**src/rtl/ps2_kbd_tx.sv**
```systemverilog
// ps2_kbd_tx: device-side PS/2 keyboard transmitter, 16-byte scancode FIFO feeding 11-bit frames.
// Optional host-inhibit support is enabled with `define PS2_INHIBIT_EN (adds the ps2_clk_in readback).
//
// state  | meaning
// IDLE   | lines idle high, waiting for a queued byte or a pending resend
// BIT_HI | ps2_clk high phase, current frame bit held on ps2_data
// BIT_LO | ps2_clk low phase, receiver samples on the falling edge
// GAP    | both lines high after a frame or an aborted frame
module ps2_kbd_tx #(
   parameter logic [15:0] CLK_DIV = 16'd1000,
   parameter logic [15:0] GAP     = 16'd2000,
   parameter int          FIFO_AW = 4
) (
   input  logic               clk_sys,
   input  logic               RESET_n,
   input  logic [7:0]         in_data,
   input  logic               in_valid,
   output logic               in_ready,
   output logic [FIFO_AW:0]   fifo_level,
   output logic               busy,
`ifdef PS2_INHIBIT_EN
   input  logic               ps2_clk_in,
`endif
   output logic               ps2_clk,
   output logic               ps2_data
);

   typedef enum logic [1:0] {S_IDLE, S_BIT_HI, S_BIT_LO, S_GAP} state_t;

   localparam int                 DEPTH = 1 << FIFO_AW;
   localparam logic [FIFO_AW:0]   FULL  = {1'b1, {FIFO_AW{1'b0}}};

   logic rst_meta_n, rst_sync_n;

   always_ff @(posedge clk_sys or negedge RESET_n) begin
      if (!RESET_n) begin
         rst_meta_n <= 1'b0;
         rst_sync_n <= 1'b0;
      end else begin
         rst_meta_n <= 1'b1;
         rst_sync_n <= rst_meta_n;
      end
   end

   logic [7:0]         mem [DEPTH];
   logic [FIFO_AW-1:0] wr_ptr, rd_ptr;
   logic [FIFO_AW:0]   level;
   logic               push, pop;
   logic [7:0]         head;

   assign in_ready   = (level != FULL);
   assign push       = in_valid && in_ready;
   assign head       = mem[rd_ptr];
   assign fifo_level = level;

   always_ff @(posedge clk_sys) begin
      if (push) mem[wr_ptr] <= in_data;
   end

   always_ff @(posedge clk_sys or negedge rst_sync_n) begin
      if (!rst_sync_n) begin
         wr_ptr <= '0;
         rd_ptr <= '0;
         level  <= '0;
      end else begin
         if (push) wr_ptr <= wr_ptr + (FIFO_AW)'(1);
         if (pop)  rd_ptr <= rd_ptr + (FIFO_AW)'(1);
         case ({push, pop})
            2'b10:   level <= level + (FIFO_AW+1)'(1);
            2'b01:   level <= level - (FIFO_AW+1)'(1);
            default: level <= level;
         endcase
      end
   end

   state_t      state, state_nxt;
   logic [15:0] cnt, cnt_nxt;
   logic [3:0]  idx, idx_nxt;
   logic [10:0] frame_q, frame_nxt;
   logic        ps2_clk_q, clk_nxt;
   logic        ps2_data_q, data_nxt;
   logic        retry, retry_nxt;
   logic        inhibited;

`ifdef PS2_INHIBIT_EN
   logic       clk_in_meta, clk_in_sync;
   logic [1:0] hi_age;

   // The readback lags our own clock through the synchroniser, so it is only
   // trusted once ps2_clk has been driven high for two full cycles.
   always_ff @(posedge clk_sys or negedge rst_sync_n) begin
      if (!rst_sync_n) begin
         clk_in_meta <= 1'b1;
         clk_in_sync <= 1'b1;
         hi_age      <= 2'd0;
      end else begin
         clk_in_meta <= ps2_clk_in;
         clk_in_sync <= clk_in_meta;
         if (!ps2_clk_q)
            hi_age <= 2'd0;
         else if (hi_age != 2'd2)
            hi_age <= hi_age + 2'd1;
      end
   end

   assign inhibited = (hi_age == 2'd2) && !clk_in_sync;
`else
   assign inhibited = 1'b0;
`endif

   always_ff @(posedge clk_sys or negedge rst_sync_n) begin
      if (!rst_sync_n) begin
         state      <= S_IDLE;
         cnt        <= '0;
         idx        <= '0;
         frame_q    <= '1;
         ps2_clk_q  <= 1'b1;
         ps2_data_q <= 1'b1;
         retry      <= 1'b0;
      end else begin
         state      <= state_nxt;
         cnt        <= cnt_nxt;
         idx        <= idx_nxt;
         frame_q    <= frame_nxt;
         ps2_clk_q  <= clk_nxt;
         ps2_data_q <= data_nxt;
         retry      <= retry_nxt;
      end
   end

   always_comb begin
      state_nxt = state;
      cnt_nxt   = cnt;
      idx_nxt   = idx;
      frame_nxt = frame_q;
      clk_nxt   = ps2_clk_q;
      data_nxt  = ps2_data_q;
      retry_nxt = retry;
      pop       = 1'b0;
      case (state)
         S_IDLE: begin
            clk_nxt  = 1'b1;
            data_nxt = 1'b1;
            if (!inhibited && (retry || level != '0)) begin
               // A pending resend reuses the held frame instead of popping.
               if (!retry) begin
                  pop       = 1'b1;
                  frame_nxt = {1'b1, ~^head, head, 1'b0};
               end
               retry_nxt = 1'b0;
               idx_nxt   = 4'd0;
               data_nxt  = 1'b0;
               cnt_nxt   = CLK_DIV - 16'd1;
               state_nxt = S_BIT_HI;
            end
         end
         S_BIT_HI: begin
            if (inhibited && idx <= 4'd9) begin
               clk_nxt   = 1'b1;
               data_nxt  = 1'b1;
               retry_nxt = 1'b1;
               cnt_nxt   = GAP - 16'd1;
               state_nxt = S_GAP;
            end else if (cnt == 16'd0) begin
               clk_nxt   = 1'b0;
               cnt_nxt   = CLK_DIV - 16'd1;
               state_nxt = S_BIT_LO;
            end else begin
               cnt_nxt = cnt - 16'd1;
            end
         end
         S_BIT_LO: begin
            if (cnt == 16'd0) begin
               clk_nxt = 1'b1;
               if (idx < 4'd10) begin
                  idx_nxt   = idx + 4'd1;
                  data_nxt  = frame_q[idx + 4'd1];
                  cnt_nxt   = CLK_DIV - 16'd1;
                  state_nxt = S_BIT_HI;
               end else begin
                  data_nxt  = 1'b1;
                  cnt_nxt   = GAP - 16'd1;
                  state_nxt = S_GAP;
               end
            end else begin
               cnt_nxt = cnt - 16'd1;
            end
         end
         S_GAP: begin
            clk_nxt  = 1'b1;
            data_nxt = 1'b1;
            if (inhibited)
               cnt_nxt = GAP - 16'd1;
            else if (cnt == 16'd0)
               state_nxt = S_IDLE;
            else
               cnt_nxt = cnt - 16'd1;
         end
         default: state_nxt = S_IDLE;
      endcase
   end

   assign busy     = (state != S_IDLE);
   assign ps2_clk  = ps2_clk_q;
   assign ps2_data = ps2_data_q;

endmodule

```
**config.mk**
```make
export PLATFORM = sky130hd
export DESIGN_NAME = ps2_kbd_tx
export DESIGN_NICKNAME = d
export VERILOG_FILES = /design/src/rtl/ps2_kbd_tx.sv
export SDC_FILE = /design/constraint.sdc
export NUM_CORES = 1
export LEC_CHECK = 0
export CELL_PAD_IN_SITES_DETAIL_PLACEMENT = 1
export CELL_PAD_IN_SITES_GLOBAL_PLACEMENT = 1
export CORE_ASPECT_RATIO = 0.75
export CORE_MARGIN = 5
export CORE_UTILIZATION = 53
export DETAILED_ROUTE_END_ITERATION = 8
export PLACE_DENSITY = 0.87
export RECOVER_POWER = 50
export SETUP_SLACK_MARGIN = 0.5
export SKIP_CTS_REPAIR_TIMING = 1
export SKIP_LAST_GASP = 1
export SYNTH_ARGS = -nofsm -noshare
export SYNTH_HDL_FRONTEND = slang
export SYNTH_SLANG_ARGS = --single-unit
```
**constraint.sdc**
```tcl
create_clock -name clk_sys -period 1.8 [get_ports clk_sys]
set_clock_uncertainty 0.15 [all_clocks]
set_input_delay 0.18 -clock clk_sys [delete_from_list [all_inputs] [get_ports clk_sys]]
set_output_delay 0.18 -clock clk_sys [all_outputs]
set_load 0.005 [all_outputs]
```
==> results of run 1 <==
metrics by stage:
stage,util,hold WS (ns),setup TNS (ns),worst slack [ns]
after detailed placement,0.6425,-0.06627,-33.53,-0.8902
after CTS,0.6843,-0.2464,-50.91,-1.040
after floorplan,-,-0.2656,-6.961,-0.7835
after global routing,0.7299,0.2409,-54.03,-1.138
after global placement,0.6425,-0.07091,-21.48,-0.7192
final,0.7299,0.2468,-47.53,-1.105
worst paths after layout:
check	endpoint	slack [ns]	cells after the start
max in group asynchronous	rd_ptr[0]$_DFFE_PN0P_	0.19	1
worst max register to register	frame_q[9]$_DFFE_PN1P_	-1.11	9
worst min register to register	rst_sync_n$_DFF_PN0_	0.25	0
min in group asynchronous	rst_meta_n$_DFF_PN0_	0.36	2
worst max-delay path	frame_q[9]$_DFFE_PN1P_	-1.11	9
worst min-delay path	rst_sync_n$_DFF_PN0_	0.25	0
power by group:
part / internal [uW] / switching [uW]
Sequential: 4990 / 421
Combinational: 2320 / 2550
Clock: 2020 / 2000
area by class of cell:
| class | instances | area (sq um) | area share |
|---|---|---|---|
| well taps | 200 | 250.2 | 0.02388 |
| repair buffers | 157 | 1588 | 0.1515 |
| inverters | 13 | 63.81 | 0.006089 |
| clock inverters | 15 | 175.2 | 0.01671 |
| clock buffers | 17 | 425.4 | 0.04059 |
| multi-input cells | 276 | 2888 | 0.2755 |
| flip-flops and latches | 177 | 5090 | 0.4857 |
Yosys cell counts (all sizes together), types with 2 or more instances:
| cell type | count |
|---|---|
| nor3b | 2 |
| nand2b | 5 |
| or2 | 2 |
| a32o | 2 |
| o31ai | 2 |
| edfxtp | 128 |
| o21ai | 25 |
| and2 | 5 |
| nand2 | 52 |
| a31oi | 3 |
| xnor2 | 14 |
| clkbuf | 15 |
| a21o | 4 |
| o21a | 3 |
| inv | 12 |
| buf | 7 |
| nor2 | 31 |
| nor3 | 13 |
| xor2 | 12 |
| nand4b | 2 |
| nand4 | 4 |
| a21oi | 7 |
| a22o | 5 |
| nand3 | 7 |
| mux2i | 2 |
| a221oi | 5 |
| nor2b | 3 |
| ha | 12 |
| mux4 | 36 |
| dfstp | 12 |
| dfrtp | 37 |
logic make-up (layout without fill, tap and decap cells):
group	count (synthesis)	count (layout)	share of synthesized area
AO/OA/AOI/OAI	64	64	0.05814
other	1	1	0.0004867
AND/OR/NAND/NOR	133	133	0.08006
multiplexers	38	38	0.1195
buffers and inverters	35	202	0.02728
flip-flops	177	177	0.6600
XOR/XNOR	27	27	0.03248
adder cells (fa/ha/maj)	13	13	0.02208
sequential cells by signal (all words and copies together) (netlist names), 2 cells and up:
| register | count |
|---|---|
| mem | 128 |
| cnt | 16 |
| frame_q | 10 |
| fifo_level | 5 |
| idx | 4 |
| rd_ptr | 4 |
| wr_ptr | 4 |
| state | 2 |
worst reg2reg max path, stage by stage (launching register included):
cell and delay, ns:
dfrtp_2 0.40, buf_12 0.14, buf_12 0.12, mux4_2 0.53, a22o_1 0.29, a221oi_2 0.28, xnor2_1 0.19, xnor3_1 0.30
xnor2_1 0.32, o21ai_1 0.11
layer usage:
metal | vias up | routed length [microns] | global-route usage
met3 | 127 | 2795 | 0.06648
met2 | 534 | 14490 | 0.4980
met4 | 0 | 1496 | 0.1146
met1 | 2888 | 10930 | 0.3812
met5 | - | 0 | 0
li1 | 2170 | - | -
layout by cell type (no fill, tap or decap), drive strengths merged, types with 13 or more instances in the layout:
cell | netlist | final
buf | 7 | 133
edfxtp | 128 | 128
nand2 | 52 | 52
dfrtp | 37 | 37
mux4 | 36 | 36
nor2 | 31 | 31
inv | 12 | 26
o21ai | 25 | 25
clkbuf | 15 | 21
xnor2 | 14 | 14
nor3 | 13 | 13
==> flow_summary.yaml, run 1 <==
layout:
  final_area_sq_um: 10480
  antenna_cells: 0
  drive_above_1_share: 0.4870
  fin_nets: 666
  num-fill-cells: 1210
  syn2layout_area_growth_pct: 36.02
  finalNonFillerCells: 855
timing:
  layout_setup_ws_ns: -1.105
  setup_violations: 182
  fin_crit_sh: 1.614
  hold_violations: 0
  rsz0062_at_grt: "yes"
  max_slew_margin: 0.2036
  fmax_mhz: 344.2
  maxSlewViolCount: 0
  worst_pin_slew_ns: 1.195
  fin_crit_ns: 2.905
worst_hold_path:
  hold_class: "flip-flop to flip-flop"
  hold_start: "rst_meta_n$_DFF_PN0_"
logic_synthesis:
  yosys_warnings: 0
  synth_top_area_frac: 0.4989
  synthCells: 488
  synth-async-reset-ratio: 0.2768
  ys_seq_elements: 177
  synth_area_sq_um: 7705
  synth_edf_count: 128
  synthTopCellsByArea: "edfxtp_1, dfrtp_1, mux4_1"
  syn_nets: 512
  synth.distinct_cells: 57
  avgSynthCellArea_sq_um: 15.79
  yosysSeqAreaShare: 0.6600
  yosysTopAreaCell: "edfxtp_1"
  synth_top_flop_cell: "edfxtp_1"
clock_network:
  clkTransAtPathRegs_ns: 0.08
  cts_inserted_buffers: 17
  clock-sinks: 177
  root_buffer: "clkbuf_16"
  clk_latency_ns: 0.46
  cts_buffer_depth: 2
  htree_levels: 4
  cts_tree: "done"
routing:
  drc: 0
  wl_per_cell_microns: 34.75
  vias: 5719
  post_drt_via_cell_ratio: 6.689
  routed_wl_microns: 29710
  drt-initial-drc-count: 936
  ant_nets: 0
  dr.pass1.iters: 5
die:
  die_y_microns: 114.4
  coreArea_sq_um: 14360
  core.rowCount: 38
  start_util: 0.5366
  ioPinCount: 20
  die_area_sq_um: 17070
  die_w_microns: 149.2
setup_path:
  crit_fanout: 6
  slowest_stage: "mux4_2"
  cp_cell_sequence: "buf_12 -> buf_12 -> mux4_2 -> a22o_1 -> a221oi_2 -> xnor2_1 -> xnor3_1 -> xnor2_1 -> o21ai_1"
  slowest_delay_ns: 0.52
  crit_family: "XOR/XNOR gates"
  cp.arrival_ns: 3.12
  required_ns: 2.02
  worstSetupEndpointType: "flip-flop"
  crit_type: "flip-flop to flip-flop"
  cp_num_buf_inv: 2
  regToRegStartpoint: "rd_ptr[0]$_DFFE_PN0P_"
  crit_start: "rd_ptr[0]$_DFFE_PN0P_"
  start_kind: "flip-flop"
power:
  total_power_uw: 14300
  peakVddDrop_v: 0.0009089
  power.leakage_uw: 0.003888
  power.density_nw_per_um2: 1365
grt:
  grt_overflow: 0
  grt_use_total: 0.2965
  grt_pass1_vias: 5588
  grt_pass1_wl_microns: 36380
  antenna_found_initial: 0
  grt_start_max_net_pins: 44
placement:
  dp_cells: 785
  dpl_cell_area_sq_um: 9225
  io_buffers: 19
  dp_hpwl_microns: 14510
  place_congestion: 0.8489
run_status:
  violations: "negative setup slack"
  outcome: "finished, violations left"
run:
  drv_cap: 0
No activity file was read; power rests on OpenSTA's default activity.
==> run 2: changes to the inputs <==
--- a/config.mk
+++ b/config.mk
@@ -5,10 +5,11 @@
 export SDC_FILE = /design/constraint.sdc
 export NUM_CORES = 1
 export LEC_CHECK = 0
+export ABC_AREA = 0
 export CELL_PAD_IN_SITES_DETAIL_PLACEMENT = 1
 export CELL_PAD_IN_SITES_GLOBAL_PLACEMENT = 1
 export CORE_ASPECT_RATIO = 0.75
-export CORE_MARGIN = 5
+export CORE_MARGIN = 3
 export CORE_UTILIZATION = 53
 export DETAILED_ROUTE_END_ITERATION = 8
 export PLACE_DENSITY = 0.87
==> flow_summary.yaml, run 2 (synthesis results as in run 1) <==
run_status:
  outcome: "finished, violations left"
  violations: "negative setup slack"
grt:
  grt_start_max_net_pins: 32
  antenna_found_initial: 0
  grt_pass1_vias: 5469
  grt_use_total: 0.2760
  grtUsageMet1: 0.3450
  grt_util_met2: 0.4760
  busiest_layer: "met2"
  grt_pass1_wl_microns: 33290
  grt_overflow: 0
  grt_use_met3: 0.07342
die:
  die_w_microns: 145.2
  start_util: 0.5511
  coreArea_sq_um: 13980
  core.rowCount: 37
  ioPinCount: 20
  die_area_sq_um: 16040
  die_y_microns: 110.4
layout:
  antenna_cells: 0
  final_common_cell: "edfxtp_1"
  drive_above_1_share: 0.5136
  layout_common_cells: "edfxtp_1, buf_4, buf_6, dfrtp_1, nand2_1"
  largest_register_ffs: 128
  fin_nets: 671
  syn2layout_area_growth_pct: 39.90
  regMostFlops: "mem"
  multi_input_area_sq_um: 3115
  final-seq-area_sq_um: 5086
  top_regs: "mem (128), cnt (16), frame_q (10)"
  num-fill-cells: 1115
timing:
  rsz0062_at_grt: "yes"
  setup_tns_ns: -62.64
  max_slew_margin: 0.4693
  setup_violations: 175
  fin_crit_sh: 1.624
  layout_setup_ws_ns: -1.124
  worst_pin_slew_ns: 0.7961
  fin_crit_ns: 2.924
  fmax_mhz: 342.0
  hold_violations: 0
  maxSlewViolCount: 0
setup_path:
  start_kind: "flip-flop"
  reg2reg_to: "frame_q[9]$_DFFE_PN1P_"
  required_ns: 2.02
  reg2reg_slack_ns: -1.12
  regToRegStartpoint: "rd_ptr[0]$_DFFE_PN0P_"
  worstSetupEndpointType: "flip-flop"
  cp.arrival_ns: 3.15
  crit_fanout: 7
  crit_path_end: "frame_q[9]$_DFFE_PN1P_"
  crit_type: "flip-flop to flip-flop"
  crit_start: "rd_ptr[0]$_DFFE_PN0P_"
  ff2ff_path_depth: 10
power:
  p_switching_uw: 4993
  pwr-share-clk: 0.273
  switching_share: 0.3452
  combPwrFrac: 0.348
  power.density_nw_per_um2: 1342
  pwr-share-seq: 0.379
  peakVddDrop_v: 0.001144
  power.internal_uw: 9473
  total_power_uw: 14470
  power.leakage_uw: 0.004039
clock_network:
  clkTransAtPathRegs_ns: 0.08
  clk_latency_ns: 0.46
  root_buffer: "clkbuf_16"
  cts_tree: "done"
  clock-sinks: 177
  cts_buffer_depth: 2
  htree_levels: 4
  cts_inserted_buffers: 17
routing:
  routed_wl_microns: 28790
  ant_nets: 0
  dr.pass1.iters: 5
  post_drt_via_cell_ratio: 6.412
  drt-initial-drc-count: 580
  drc: 0
  vias: 5482
  wl_per_cell_microns: 33.67
placement:
  dp_hpwl_microns: 14200
  place_congestion: 0.8086
  place_ws_ns: -0.9076
  io_buffers: 19
run:
  drv_cap: 0
worst_hold_path:
  hold_class: "flip-flop to async pin"
==> run 2: cell count changes in the layout (fill, tap and decap cells not counted), sizes merged <==
cell / previous run / this run
clkdlybuf4s50: 12 / 6
clkinv: 1 / 6
clkbuf: 21 / 24
buf: 133 / 144
dlygate4sd3: 7 / 5
inv: 26 / 20
==> run 2: per-layer routing <==
metal  vias up  wire length [microns]
met5         -                      0
met4         0                   1710
met3       122                   1941
met2       346                  14630
met1      2831                  10500
li1       2183                      -
==> run 2: worst min path at each step <==
| stage | start | endpoint | slack (ns) |
|---|---|---|---|
| 2_1_floorplan | RESET_n | rst_meta_n$_DFF_PN0_ | -0.27 |
| 3_3_place_gp | rst_sync_n$_DFF_PN0_ | wr_ptr[0]$_DFFE_PN0P_ | 0.06 |
| 3_5_place_dp | rst_sync_n$_DFF_PN0_ | wr_ptr[1]$_DFFE_PN0P_ | 0.07 |
| 4_1_cts | RESET_n | rst_meta_n$_DFF_PN0_ | -0.25 |
| 5_1_grt | rst_meta_n$_DFF_PN0_ | rst_sync_n$_DFF_PN0_ | 0.23 |
| 6_report | rst_sync_n$_DFF_PN0_ | wr_ptr[3]$_DFFE_PN0P_ | 0.18 |
==> run 2: final cells by class <==
cell class / count / area share
Clock inverter: 14 / 0.01730
Inverter: 13 / 0.006384
Clock buffer: 18 / 0.03981
Tap cell: 195 / 0.02263
Timing Repair Buffer: 162 / 0.1530
Multi-Input combinational cell: 276 / 0.2890
Sequential cell: 177 / 0.4719
==> run 2: worst max-delay path, stage by stage (launching register included) <==
cell	delay, ns
dfrtp_2	0.53
buf_8	0.17
buf_4	0.16
mux2i_1	0.24
a221oi_2	0.13
a21o_1	0.19
a222oi_1	0.38
buf_4	0.21
xnor3_1	0.34
xnor2_2	0.16
o21ai_1	0.16
==> run 2: power by group through the flow <==
stage / clock network [uW] / registers [uW] / logic (uW)
after detailed placement: 0 / 5420 / 3560
after global placement: 0 / 5350 / 3290
after CTS: 3850 / 5360 / 3650
final: 3950 / 5480 / 5030
after floorplan: 0 / 5330 / 2090
after global routing: 4100 / 5520 / 5240
==> run 2: stage by stage <==
stage	utilization	cells	hold slack [ns]	instance area [sq um]
floorplan	-	488	-0.2656	8019
global placement	0.6555	781	0.05907	9164
detailed placement	0.6555	781	0.07421	9164
CTS	0.6995	813	-0.2471	9779
global route	0.7710	855	0.2313	10780
finish	0.7710	855	0.1776	10780
